==> src/rtl/led_indicator.sv <==
// led_indicator: UART byte capture shown on LEDs as bits/count/activity/digit; leds update on the strobe edge, no backpressure.
// Optional idle blink is compiled in with INDICATOR_BLINK_EN.
module led_indicator #(
    parameter int DATA_W      = 8,
    parameter int LED_COUNT   = 5,
    parameter int HOLD_CYCLES = 8,
    parameter int IDLE_CYCLES = 16,
    parameter int BLINK_HALF  = 4
) (
    input  logic                 clk,
    input  logic                 rst,
    input  logic [DATA_W-1:0]    data,
    input  logic                 ready,
    input  logic [1:0]           mode,
    output logic [LED_COUNT-1:0] leds
);

    localparam int HW = $clog2(HOLD_CYCLES + 1);
    localparam logic [HW-1:0] HOLD = HW'(HOLD_CYCLES);

    typedef enum logic [1:0] {
        MODE_BITS  = 2'd0,
        MODE_COUNT = 2'd1,
        MODE_ACT   = 2'd2,
        MODE_DIGIT = 2'd3
    } mode_e;

    if (DATA_W < 4 || LED_COUNT < 2 || LED_COUNT > DATA_W || HOLD_CYCLES < 1 ||
        IDLE_CYCLES < 1 || BLINK_HALF < 1) begin : g_bad_param
        $error("led_indicator: illegal parameter combination");
    end

    logic [DATA_W-1:0]    last, last_n;
    logic                 prev_valid;
    logic [LED_COUNT-1:0] cnt, cnt_n;
    logic [HW-1:0]        act, act_n, rep, rep_n;
    logic                 armed;
    logic                 strobe, repeat_hit;
    logic [31:0]          last_w;
    logic [LED_COUNT-1:0] disp;

    // armed stays low until the first edge after reset release, so a strobe on that edge is dropped
    always_comb begin
        strobe     = ready & armed;
        repeat_hit = strobe & prev_valid & (data == last);
        last_n     = strobe ? data : last;
        cnt_n      = strobe ? cnt + LED_COUNT'(1) : cnt;
        act_n      = strobe ? HOLD : ((act != '0) ? act - HW'(1) : '0);
        rep_n      = repeat_hit ? HOLD : ((rep != '0) ? rep - HW'(1) : '0);
        last_w     = 32'(last_n);
        disp       = '0;
        case (mode_e'(mode))
            MODE_BITS:  disp = last_n[LED_COUNT-1:0];
            MODE_COUNT: disp = cnt_n;
            MODE_ACT: begin
                disp[0] = (act_n != '0);
                disp[1] = (rep_n != '0);
            end
            MODE_DIGIT: begin
                if (last_w >= 32'h30 && last_w <= 32'h39)
                    disp = LED_COUNT'(last_w - 32'h30);
                else
                    disp = '1;
            end
            default: disp = '0;
        endcase
    end

`ifdef INDICATOR_BLINK_EN
    localparam int IW = $clog2(IDLE_CYCLES + 1);
    localparam int BW = $clog2(BLINK_HALF + 1);

    logic [IW-1:0] idle, idle_n;
    logic [BW-1:0] bcnt, bcnt_n;
    logic          phase, phase_n, idle_sat;

    always_comb begin
        idle_sat = (idle == IW'(IDLE_CYCLES));
        idle_n   = idle;
        bcnt_n   = bcnt;
        phase_n  = phase;
        if (strobe) begin
            idle_n  = '0;
            bcnt_n  = '0;
            phase_n = 1'b1;
        end else if (!idle_sat) begin
            idle_n = idle + IW'(1);
        end else if (bcnt == BW'(BLINK_HALF - 1)) begin
            bcnt_n  = '0;
            phase_n = ~phase;
        end else begin
            bcnt_n = bcnt + BW'(1);
        end
    end
`endif

    always_ff @(posedge clk or posedge rst) begin
        if (rst) begin
            last       <= '0;
            prev_valid <= 1'b0;
            cnt        <= '0;
            act        <= '0;
            rep        <= '0;
            armed      <= 1'b0;
            leds       <= '0;
`ifdef INDICATOR_BLINK_EN
            idle       <= '0;
            bcnt       <= '0;
            phase      <= 1'b1;  // lit, so output is steady until the idle timeout
`endif
        end else begin
            armed      <= 1'b1;
            last       <= last_n;
            prev_valid <= prev_valid | strobe;
            cnt        <= cnt_n;
            act        <= act_n;
            rep        <= rep_n;
`ifdef INDICATOR_BLINK_EN
            idle       <= idle_n;
            bcnt       <= bcnt_n;
            phase      <= phase_n;
            leds       <= disp & {LED_COUNT{phase_n}};
`else
            leds       <= disp;
`endif
        end
    end

endmodule
==> config.mk <==
export PLATFORM = sky130hd
export DESIGN_NAME = led_indicator
export DESIGN_NICKNAME = d
export VERILOG_FILES = /design/src/rtl/led_indicator.sv
export SDC_FILE = /design/constraint.sdc
export NUM_CORES = 1
export LEC_CHECK = 0
export ABC_AREA = 1
export CORE_ASPECT_RATIO = 1.5
export CORE_MARGIN = 2
export CORE_UTILIZATION = 66
export DETAILED_ROUTE_END_ITERATION = 8
export DONT_BUFFER_PORTS = 1
export GPL_TIMING_DRIVEN = 0
export PLACE_DENSITY_LB_ADDON = 0.1
export SLEW_MARGIN = 20
export SYNTH_ARGS = -nofsm -noshare
export SYNTH_HDL_FRONTEND = slang
export SYNTH_SLANG_ARGS = --single-unit
==> constraint.sdc <==
create_clock -name clk -period 2.91 [get_ports clk]
set_input_delay 0.1455 -clock clk [delete_from_list [all_inputs] [get_ports clk]]
set_output_delay 0.1455 -clock clk [all_outputs]
set_load 0.02 [all_outputs]
# Yosys cells after proc, flatten, opt, wreduce, memory -nomap -nowiden
# Cells that the tools add are included.
# word_totals
ff_bits,28
output_inout_bits,5
# classes
n_addsub,4
magnitude_cmp,2
eq_ne,4
n_mux,9
n_bitwise,4
reduce_logical,6
# ops
operator,n
two-way mux 4 bit,4
nonzero test 4 bit,4
two-way mux 5 bit,2
case mux 3 bit (3 select lines),1
equality test 8 bit,1
">= comparator 8 x 6 -> 1 bit, second input constant",1
"<= comparator 8 x 6 -> 1 bit, second input constant",1
two-way mux 8 bit,1
case mux 2 bit (4 select lines),1
"subtractor 4 x 1 -> 4 bit, second input constant",2
"adder 5 x 1 -> 5 bit, second input constant",1
"subtractor 5 bit, second input constant",1
"equality test 2 bit, second input constant",2
bitwise AND 1 bit,3
"equality test 2 x 1 -> 1 bit, second input constant",1
zero test 2 bit,1
logical AND 1 bit,1
bitwise OR 1 bit,1

# Depth between registers and ports, before layout
# Gate-level depths: netlist of the first run.
# logic_depth
word_depth,6
ltp_mapped,9

# Worst setup path before layout of the first run
# No wires, ideal clock.
# synth_path
kind,register to register
from,register armed
to,register leds[0]
setup_ns,0.132
t_arrival_ns,1.109
setup_slack_ns,1.670
stages_incl_launch_ff,10
cell_sequence,dfrtp_1 > nand2_2 > buf_6 > nand2_1 > o21ai_2 > nand2_1 > nor2_2 > nand2_1 > o21ai_1 > nand4_1
# synth_via
elab_chain_cells,6
elab_cells_between_ends,11
cone_classes,1 x add/sub; 2 x order compare; 5 x mux; 1 x bitwise; 2 x reduce/logical
# synth_lines
item,line_no,text
"start, declared",37,logic armed;
"start signal, assigned",104,armed <= 1'b0;
"start signal, assigned",112,armed <= 1'b1;
bitwise AND 1 bit *,44,strobe = ready & armed;
two-way mux 8 bit,46,last_n = strobe ? data : last;
>= comparator 8 x 6 -> 1 bit / <= comparator 8 x 6 -> 1 bit (equally long branches),60,if (last_w >= 32'h30 && last_w <= 32'h39)
logical AND 1 bit,60,
two-way mux 5 bit,60,
case mux 2 bit (4 select lines) *,52,case (mode_e'(mode))
named net disp[0],40,logic [LED_COUNT-1:0] disp;
"end signal, assigned",124,leds <= disp;
"end, declared",15,output logic [LED_COUNT-1:0] leds
# Mark *: on every way through the listed nets, which the timed path passes. The rest lies on a longest branch.

# Final worst setup path of the first run
# layout_path
from,register armed
to,register leds[0]
# layout_via
elab_chain_cells,6
elab_cells_between_ends,11
cone_classes,1 x add/sub; 2 x order compare; 5 x mux; 1 x bitwise; 2 x reduce/logical
# layout_lines
item,line_no,text
bitwise AND 1 bit *,44,
two-way mux 8 bit *,46,
named net last_n[4],33,"logic [DATA_W-1:0] last, last_n;"
>= comparator 8 x 6 -> 1 bit / <= comparator 8 x 6 -> 1 bit (equally long branches),60,
logical AND 1 bit *,60,
two-way mux 5 bit *,60,
case mux 2 bit (4 select lines) *,52,
named net disp[0],40,
# Marks and branches as above.

==> reports/results.tsv, run 1 <==
stage	metric	value	unit
status	status	finished, violations left	
status	violated checks	hold timing	
yosys	Synth Flop Type	dfrtp_1	
yosys	Post-synth EDFFs	0	
final_layout	Finished Cell Area	1620	sq um
yosys	synthesized net count	202	
clocking	Clock transition at path regs	0.15	ns
pwr	Final Power	1.31	mW
yosys	most frequent cell after synthesis	nand2_1	
detailed_routing	Remaining DRCs	0	
pwr	PwrDens	812	nW/um^2
clocking	CTS tree	yes	
sta	Final Hold Vio Count	1	
sta	WHS	-0.00187	ns
pwr	P_leak	0.873	nW
worst_setup_path	CP Data Required Time	3.14	ns
clocking	Clk Latency, worst-skew pair	0.34	ns
sta	relative slew slack	62.5	%
placement	Detailed Place HPWL	1.95	mm
global_route	largest net degree at the start of global routing	29	
placement	routability congestion estimate	0.811	
sta	final setup fails	0	
yosys	post-synthesis cell count	184	
sta	final setup TNS	0	ns
final_layout	# nets final	214	
sta	fmax	696	MHz
sta	worst slew pin tran	0.561	ns
clocking	H-tree Lvls	1	
final_layout	Ant. Diodes	0	
sta	count of pins over their slew limit	0	
placement	dpl cells	206	
yosys	leading area contributor after synthesis	dfrtp_1	
clocking	clock root cell	clkbuf_4	
yosys	Seq/Total Area, Yosys	47.7	%
clocking	Bufs on Longest Clock Path	2	
die	Die H	61.8	um
clocking	Sink Count	28	
detailed_routing	antenna viol nets, final	0	
global_route	initial antenna violation count	0	
yosys	Synth async-reset ratio	100	%
yosys	cell area after synthesis	1470	sq um
die	Ports	18	
worst_setup_path	worst-path fanout max	6	
placement	placed cell areas	1500	sq um
sta	fin crit period	1.44	ns
worst_setup_path	Crit. End Element	register	
global_route	first-pass GRT wire length	4.52	mm
global_route	GR Util All Layers	23.4	%
yosys	Area contributors post-synth	dfrtp_1 48%, nand2_1 13%, inv_1 9.0%	
yosys	Synth top cells by count	51 x nand2_1, 35 x inv_1, 28 x dfrtp_1	
detailed_routing	DRT Pass-1 Iters	4	
pwr	maximum ir drop on the vdd rail	0.000565	V
global_route	gr ovfl total	0	
yosys	Yosys top cell area share	47.7	%
global_route	vias in the first global route	1154	
final_layout	layout cell share with drive strength beyond 1	7.69	%
worst_setup_path	critical path class	reg -> reg	
detailed_routing	Detailed Route Iter0 Violations	45	
yosys	Yosys warnings	0	
worst_hold_path	hold depth	2	
clocking	# Post-CTS Setup Buffers	0	
yosys	Post-Syn Area per Cell	7.98	sq um
final_layout	Layout Cells excl Fill	217	
die	die width	42.5	um
worst_hold_path	HP Class	in -> reg	
yosys	synth unique cells	20	
final_layout	synth-to-layout area growth	10.2	%
sta	Worst Skew	0.00262	ns
die	core area	2080	sq um
worst_setup_path	Worst Setup Start Kind	register	
clocking	CTS Buf Count	3	
yosys	Yosys reg bits	28	
run	MaxCap Viol Count	0	
sta	RSZ-0062 raised after global routing	no	
die	die area	2620	sq um
worst_setup_path	FF-to-FF path depth	9	
worst_setup_path	Worst EP arrival	1.67	ns
die	initial core utilization	70.7	%
sta	Final Cycle Share	49.4	%
detailed_routing	DR vias/cell	5.30	
detailed_routing	Total Wirelength	2.64	mm
detailed_routing	routed len/inst	12.1	um
die	# rows	20	
detailed_routing	via count	1151	
placement	I/O Buffers	0	
report_power, final:
group	internal [mW]	total (mW)	switching, mW
clock	0.140	0.258	0.118
sequential	0.510	0.598	0.0887
combinational	0.184	0.458	0.274
total	0.833	1.31	0.481
logic make-up after synthesis:
logic type                 share of synthesized area (%)
and+or+nand+nor                                     25.1
DFF                                                 47.7
adders and majority gates                           4.26
xor gates and xnor gates                            5.97
buffers and inverters                               10.5
other                                              0.256
AOI/OAI and AO/OA                                   6.22
timing repair:
item,CTS,global route
hold endpoints to repair,34,0
gates resized for setup,0,0
hold buffers,7,0
worst max-delay path, cell delays in order (launching register included):
cell and delay (ns):
dfrtp_1 0.37, nand2_2 0.07, inv_1 0.18, nand2_1 0.10, nand2_2 0.09, nand2_1 0.07
nor2_2 0.12, nand2_1 0.10, o21ai_1 0.13, nand4_1 0.09
final timing paths:
path,from,end,slack [ns]
max,armed,leds[0],1.47
min,data[0],last[0],-0.002
max in group asynchronous,rst,last[3],2.24
max reg2reg,armed,leds[0],1.47
min in group asynchronous,rst,rep[3],0.30
min reg2reg,cnt[4],cnt[4],0.49
metrics by stage:
step	worst slack, ns	utilization [%]
finish	1.47	77.9
global route	1.32	77.9
CTS	1.47	77.9
detailed placement	1.49	72.0
global placement	1.54	72.0
floorplan	1.67	-
state kept, by name, indices dropped and copies added (netlist names):
name and cells:
act 4, rep 4, leds 5, cnt 5, armed 1, last 8, prev_valid 1
cell usage in the layout (no fill, tap or decap):
cell type      instances
nor2_1                17
bufinv_16              1
nand4_1                4
nand3b_1               1
o21ai_1                3
o21ai_0                5
nor3_1                 2
nor2_2                 1
nand2_2                3
nand2_1               51
dfrtp_1               28
ha_1                   5
a21oi_1                2
o21ai_2                4
nand3_1                9
dlygate4sd3_1          7
clkbuf_4               3
xor2_1                 3
inv_1                 34
inv_2                  1
conb_1                 1
buf_6                  2
a31oi_1                1
xnor2_1                7
routing by layer:
metal | vias to the layer above | GRT usage (%) | wire [um] | part of all wire, %
met5 | - | 0 | 0 | 0
met4 | 0 | 12.5 | 50 | 1.9
met3 | 5 | 2.89 | 117 | 4.4
met2 | 29 | 46.6 | 1470 | 56
met1 | 541 | 23.7 | 1000 | 38
li1 | 576 | - | - | -
final cells by class:
cell class                      count  area (sq um)
Buffer                              2          22.5
Inverter                           35           131
Timing Repair Buffer                7          70.1
Fill cell                         155           459
Sequential cell                    28           701
Multi-Input combinational cell    119           613
Clock inverter                      1          30.0
Clock buffer                        3          22.5
Tap cell                           22          27.5
(Power assumes the default switching activity.)
==> run 2, diff against run 1 <==
ABC_AREA = 0   (was 1)
CORE_UTILIZATION = 61   (was 66)
clock period = 1.49 ns   (was 2.91 ns; I/O delays follow)
==> run 2 against run 1 <==
The run ends with setup timing left. Maximum frequency down 15%. Worst setup slack worse by 1.7 ns. Design area grew 11%. Final cell count fell by 13%. First-iteration DRC count shrank 67%. Power grew 120%. Clock skew is 0.00072 ns higher. Largest power group is now combinational logic. Non-clock buffer count rose by 21. Via count fell by 5.0%.
==> reports/results.tsv, run 2 <==
stage	metric	value	unit	change
yosys	Synth Flop Type	dfrtp_1		
final_layout	Biggest register	last		
placement	Detailed Place HPWL	1.89	mm	-3.3%
detailed_routing	antenna viol nets, final	0		unchanged
yosys	Yosys warnings	0		unchanged
yosys	Seq/Total Area, Yosys	49.2	%	+1.5 points
yosys	Post-synth EDFFs	0		unchanged
clocking	clock root cell	clkbuf_4		
die	core area	2230	sq um	+7.5%
status	status	finished, violations left		
sta	count of pins over their slew limit	0		unchanged
sta	Final Hold Vio Count	0		-1
yosys	Area contributors post-synth	dfrtp_1 49%, xor2_1 4.9%, mux2_2 4.7%		
final_layout	# nets final	184		-14%
clocking	CTS Buf Count	3		unchanged
yosys	Post-Syn Area per Cell	10.5	sq um	+32%
sta	worst slew pin tran	0.568	ns	+0.00738 ns
worst_setup_path	critical path class	reg -> reg		
die	die width	43.4	um	+2.2%
sta	final setup fails	3		+3
pwr	PwrDens	1590	nW/um^2	+95%
pwr	P_leak	0.799	nW	-8.5%
final_layout	Ant. Diodes	0		unchanged
run	MaxCap Viol Count	0		unchanged
placement	routability congestion estimate	0.752		-7.3%
detailed_routing	DR vias/cell	5.81		+9.6%
worst_hold_path	hold depth	2		unchanged
sta	fin crit period	1.70	ns	+0.261 ns
die	# rows	21		+5.0%
clocking	CTS tree	yes		
yosys	Synth top cells by count	28 x dfrtp_1, 12 x nor2_1, 10 x nand2_1		
global_route	gr ovfl total	0		unchanged
yosys	Yosys reg bits	28		unchanged
pwr	power share of the sequential group	42.8	%	-2.7 points
die	Ports	18		unchanged
final_layout	final core utilization	80.4	%	+2.6 points
sta	Final Worst Setup Slack	-0.208	ns	-1.68 ns
yosys	largest family of logic cells by synthesized area	simple AND/OR/NAND/NOR gates		
pwr	Net Sw Power	1.02	mW	+110%
pwr	Final Power	2.85	mW	+120%
sta	RSZ-0062 raised after global routing	yes		
clocking	Clock transition at path regs	0.14	ns	about the same
sta	Worst Skew	0.00334	ns	+0.000722 ns
worst_hold_path	HP Class	in -> reg		
detailed_routing	routed len/inst	16.1	um	+33%
worst_setup_path	Crit. End Element	register		
worst_setup_path	Worst Setup Start Kind	register		
clocking	Clk Latency, worst-skew pair	0.33	ns	about the same
detailed_routing	Remaining DRCs	0		unchanged
detailed_routing	DRT Pass-1 Iters	4		unchanged
status	violated checks	setup timing		
die	die area	2740	sq um	+4.6%
yosys	synthesized net count	153		-24%
pwr	Comb pwr share	44.3	%	+9.4 points
yosys	synth unique cells	39		+95%
yosys	Yosys top cell area share	49.2	%	+1.5 points
sta	fmax	589	MHz	-15%
detailed_routing	Detailed Route Iter0 Violations	15		-67%
final_layout	Top Registers	last: 8 flops, cnt: 5 flops, leds: 5 flops		
pwr	internal power	1.83	mW	+120%
detailed_routing	via count	1093		-5.0%
yosys	Synth async-reset ratio	100	%	unchanged
worst_setup_path	Worst EP arrival	1.93	ns	+0.26 ns
final_layout	Largest register FFs	8		unchanged
yosys	simple-gate share of the synthesized area	16.3	%	-8.7 points
pwr	Clock Power Share	12.9	%	-6.7 points
die	Die H	63.2	um	+2.3%
final_layout	commonest non-fill, non-tap cells in the layout	28 x dfrtp_1, 15 x buf_4, 12 x nor2_1		
sta	Final Cycle Share	114	%	+65 points
global_route	initial antenna violation count	0		unchanged
clocking	H-tree Lvls	1		unchanged
clocking	Bufs on Longest Clock Path	2		unchanged
clocking	Sink Count	28		unchanged
yosys	post-synthesis cell count	135		-27%
final_layout	layout cell share with drive strength beyond 1	26.7	%	+19 points
detailed_routing	Total Wirelength	3.03	mm	+15%
final_layout	Finished Cell Area	1800	sq um	+11%
pwr	switch share	35.7	%	-0.97 points
pwr	maximum ir drop on the vdd rail	0.00111	V	+97%
worst_setup_path	FF-to-FF path depth	5		-4
placement	placed cell areas	1450	sq um	-2.8%
yosys	most frequent cell after synthesis	dfrtp_1		
final_layout	commonest non-fill, non-tap cell in the layout	dfrtp_1		
global_route	GR Util All Layers	23.2	%	-0.16 points
yosys	multiplexer share of the synthesized area	8.00	%	+8.0 points
global_route	vias in the first global route	1101		-4.6%
yosys	compound-cell area share of the yosys netlist	9.93	%	+3.7 points
worst_setup_path	worst-path fanout max	2		-4
placement	I/O Buffers	0		unchanged
yosys	cell area after synthesis	1420	sq um	-3.0%
yosys	leading area contributor after synthesis	dfrtp_1		
global_route	largest net degree at the start of global routing	29		unchanged
global_route	first-pass GRT wire length	4.74	mm	+4.9%
worst_setup_path	CP Data Required Time	1.72	ns	-1.42 ns
yosys	xor/xnor share of the synthesized area	8.00	%	+2.0 points
final_layout	synth-to-layout area growth	26.2	%	
yosys	Post-Synth Adder-Cell Area	4.39	%	+0.13 points
sta	relative slew slack	62.0	%	-0.49 points
die	initial core utilization	63.8	%	-6.9 points
==> run 2: cell types whose count changed in the layout (fill, tap and decap cells not counted), moves of 4 or more <==
cell and delta:
nand2_1 -41, inv_1 -28, buf_4 +15, nand3_1 -6, mux2_2 +5, nor2_1 -5, xor2_1 +5, a21oi_1 +4
xnor2_1 -4
==> run 2: power groups by stage <==
| stage | Sequential [mW] | Clock, mW | Combinational (mW) |
|---|---|---|---|
| 2_1_floorplan | 1.21 | 0 | 0.713 |
| 5_1_grt | 1.25 | 0.403 | 1.39 |
| 4_1_cts | 1.21 | 0.375 | 1.10 |
| 3_3_place_gp | 1.23 | 0 | 0.821 |
| 3_5_place_dp | 1.25 | 0 | 0.872 |
| 6_report | 1.22 | 0.368 | 1.26 |
==> run 2: final timing paths <==
| path | slack [ns] | end | start |
|---|---|---|---|
| min in group asynchronous | 0.24 | last[5] | rst |
| min reg2reg | 0.47 | rep[0] | rep[0] |
| max reg2reg | -0.21 | leds[1] | cnt[1] |
| max | -0.21 | leds[1] | cnt[1] |
| max in group asynchronous | 0.88 | cnt[2] | rst |
| min | 0.05 | last[1] | ready |
==> run 2: per-layer routing <==
metal  GRT usage (%)  wire (um)  vias to the layer above
li1                -          -                      526
met1            26.8       1200                      534
met2            41.2       1670                       26
met3            2.29         88                        7
met4            11.4         70                        0
met5               0          0                        -
==> run 2: layout make-up <==
class	instances	area, sq um
Buffer	4	35.0
Fill cell	134	437
Tap cell	23	28.8
Multi-Input combinational cell	95	742
Inverter	8	30.0
Timing Repair Buffer	26	224
Sequential cell	28	701
Clock buffer	4	36.3
==> run 2: critical path, stage by stage, from the launching register on <==
cell and delay (ns):
dfrtp_1 0.41, ha_1 0.31, mux2_4 0.29, mux2_4 0.26, or2_0 0.20, o311a_1 0.13
==> run 2: logic make-up after synthesis <==
group,count (synthesis)
adders and majority gates,5
other,1
and+or+nand+nor,45
DFF,28
AOI/OAI and AO/OA,21
muxes,10
buffers and inverters,12
xor gates and xnor gates,13
==> run 2: what timing repair did <==
| action | 4_1_cts | 5_1_grt |
|---|---|---|
| hold buffers | 10 | 0 |
| setup buffers | 6 | 10 |
| pin swaps | 1 | 4 |
| setup endpoints to repair | 4 | 5 |
| endpoints found under the hold margin | 38 | 0 |
| resized for setup | 5 | 12 |
==> run 2: through the flow <==
| step | cells | hold slack [ns] | TNS [ns] | worst slack, ns |
|---|---|---|---|---|
| 3_5_place_dp | 158 | 0.228 | -0.450 | -0.210 |
| 5_1_grt | 188 | 0.0583 | -0.557 | -0.264 |
| 2_1_floorplan | 135 | 0.140 | -0.124 | -0.107 |
| 4_1_cts | 178 | 0.0413 | -0.284 | -0.204 |
| 6_report | 188 | 0.0472 | -0.328 | -0.208 |
| 3_3_place_gp | 158 | 0.226 | -0.302 | -0.176 |
==> run 3, diff against run 2 <==
CORE_UTILIZATION = 60   (was 61)
SETUP_SLACK_MARGIN = 0.15   (was default)
==> run 3 against run 2 <==
The flow still finishes with violations (setup timing). Sequential share of layout area is 1.5 points lower. Sequential power is essentially flat. First-iteration DRC count grew 110%. Maximum frequency down 1.6%. Wire length grew 20%. Combinational power rose by 10%. Worst setup slack got worse by 0.027 ns. Sequential cell count unchanged. Register-to-register slack lost 0.03 ns. Clock power up 4%.
==> reports/results.tsv, run 3 (same netlist as run 2, synthesis figures left out) <==
stage	metric	value	unit	change
global_route	gr ovfl total	0		unchanged
detailed_routing	antenna viol nets, final	0		unchanged
worst_setup_path	Crit. End Element	register		
die	# rows	21		unchanged
sta	count of pins over their slew limit	0		unchanged
final_layout	synth-to-layout area growth	31.2	%	
detailed_routing	routed len/inst	19.3	um	+19%
final_layout	Ant. Diodes	0		unchanged
final_layout	final core utilization	83.6	%	+3.2 points
pwr	switch share	36.7	%	+1.1 points
sta	relative slew slack	61.4	%	-0.67 points
final_layout	Largest register FFs	8		unchanged
global_route	first-pass GRT wire length	5.35	mm	+13%
sta	fmax	580	MHz	-1.6%
die	die width	43.8	um	+0.76%
sta	RSZ-0062 raised after global routing	yes		
pwr	PwrDens	1610	nW/um^2	+1.5%
global_route	initial antenna violation count	0		unchanged
placement	routability congestion estimate	0.757		+0.68%
detailed_routing	DRT Pass-1 Iters	6		+2
placement	Detailed Place HPWL	1.90	mm	+0.71%
global_route	largest net degree at the start of global routing	29		unchanged
detailed_routing	Total Wirelength	3.64	mm	+20%
final_layout	area of the multi-input gates	759	sq um	+2.4%
clocking	Clock transition at path regs	0.15	ns	about the same
sta	Final Worst Setup Slack	-0.235	ns	-0.0270 ns
status	status	finished, violations left		
pwr	power share of the sequential group	41.1	%	-1.7 points
pwr	maximum ir drop on the vdd rail	0.00129	V	+16%
worst_hold_path	HP Class	in -> reg		
placement	I/O Buffers	0		unchanged
final_layout	commonest non-fill, non-tap cells in the layout	28 x dfrtp_1, 11 x nor2_1, 11 x buf_4		
final_layout	Reg area	701	sq um	unchanged
clocking	clock root cell	clkbuf_4		
final_layout	Top Registers	last: 8 flops, cnt: 5 flops, leds: 5 flops		
global_route	vias in the first global route	1202		+9.2%
detailed_routing	DR vias/cell	5.97		+2.7%
global_route	GR Util All Layers	26.0	%	+2.8 points
die	die area	2790	sq um	+1.5%
detailed_routing	Remaining DRCs	0		unchanged
sta	Final Cycle Share	116	%	+1.8 points
worst_setup_path	critical path class	reg -> reg		
die	core area	2230	sq um	unchanged
die	initial core utilization	63.8	%	unchanged
sta	worst slew pin tran	0.578	ns	+0.0100 ns
final_layout	# nets final	185		+0.54%
sta	final setup fails	7		+4
run	MaxCap Viol Count	0		unchanged
pwr	Clock Power Share	12.7	%	-0.2 points
pwr	Comb pwr share	46.2	%	+1.9 points
worst_setup_path	worst-path fanout max	2		unchanged
worst_setup_path	CP Data Required Time	1.73	ns	about the same
placement	worst slack, placed	-0.206	ns	+0.00357 ns
pwr	internal power	1.90	mW	+3.8%
pwr	Final Power	3.01	mW	+5.5%
clocking	Clk Latency, worst-skew pair	0.34	ns	about the same
final_layout	Biggest register	last		
clocking	CTS Buf Count	3		unchanged
pwr	P_leak	0.833	nW	+4.3%
clocking	Sink Count	28		unchanged
clocking	Bufs on Longest Clock Path	2		unchanged
sta	Final Hold Vio Count	0		unchanged
final_layout	layout cell share with drive strength beyond 1	30.7	%	+4.1 points
die	Die H	63.7	um	+0.78%
clocking	CTS tree	yes		
status	violated checks	setup timing		
final_layout	Fill cells	123		-8.2%
sta	Worst Skew	0.00538	ns	+0.00203 ns
pwr	Net Sw Power	1.10	mW	+8.7%
worst_setup_path	Worst EP arrival	1.96	ns	+0.03 ns
sta	fin crit period	1.73	ns	+0.0270 ns
clocking	H-tree Lvls	1		unchanged
final_layout	commonest non-fill, non-tap cell in the layout	dfrtp_1		
detailed_routing	Detailed Route Iter0 Violations	31		+16
detailed_routing	via count	1129		+3.3%
die	Ports	18		unchanged
worst_setup_path	Worst Setup Start Kind	register		
==> run 3: through the flow <==
stage / hold WS, ns / cell area (sq um) / setup TNS [ns] / instances
detailed placement: 0.228 / 1450 / -0.439 / 158
finish: 0.0186 / 1870 / -0.445 / 189
CTS: 0.00807 / 1740 / -0.251 / 182
floorplan: 0.140 / 1420 / -0.124 / 135
global placement: 0.226 / 1450 / -0.302 / 158
global route: 0.0156 / 1870 / -0.892 / 189
==> run 3: timing repair <==
action                                  CTS  global route
pin swaps                                10             5
hold buffers                              9             0
endpoints found under the hold margin    37             0
endpoints found under the setup margin    5            10
resized for setup                        19            12
buffers inserted                         11             6
gates cloned                              0             1
==> run 3: final timing paths <==
check	to	slack, ns	start	depth (start not counted)
max	leds[1]	-0.24	cnt[1]	5
min in group asynchronous	leds[3]	0.24	rst	2
min	last[1]	0.02	ready	2
min reg2reg	rep[0]	0.47	rep[0]	1
max reg2reg	leds[1]	-0.24	cnt[1]	5
max in group asynchronous	rep[2]	0.88	rst	2
==> run 3: final cells by class <==
cell class	instances	area share, %
timing repair buffer	27	14.9
clock buffer	4	1.94
buffer	4	1.88
inverter	8	1.61
sequential	28	37.5
tap	23	1.54
multi-input combinational	95	40.7
==> run 3: critical path, stage by stage (launching register included) <==
cell     delay, ns
dfrtp_1       0.44
ha_1          0.33
mux2_4        0.29
mux2_4        0.25
or2_0         0.20
o311a_1       0.12
==> run 3: power groups by stage <==
stage | combinational (mW) | sequential, mW | clock [mW]
after global placement | 0.821 | 1.23 | 0
after global routing | 1.51 | 1.27 | 0.403
final | 1.39 | 1.24 | 0.381
after floorplan | 0.713 | 1.21 | 0
after detailed placement | 0.875 | 1.25 | 0
after CTS | 1.19 | 1.22 | 0.373
==> run 3: per-layer routing <==
metal / track usage [%] / vias up / part of all wire, %
li1: - / 525 / -
met1: 29.1 / 552 / 40
met2: 47.1 / 37 / 54
met3: 3.15 / 15 / 2.6
met4: 11.4 / 0 / 3.6
met5: 0 / - / 0
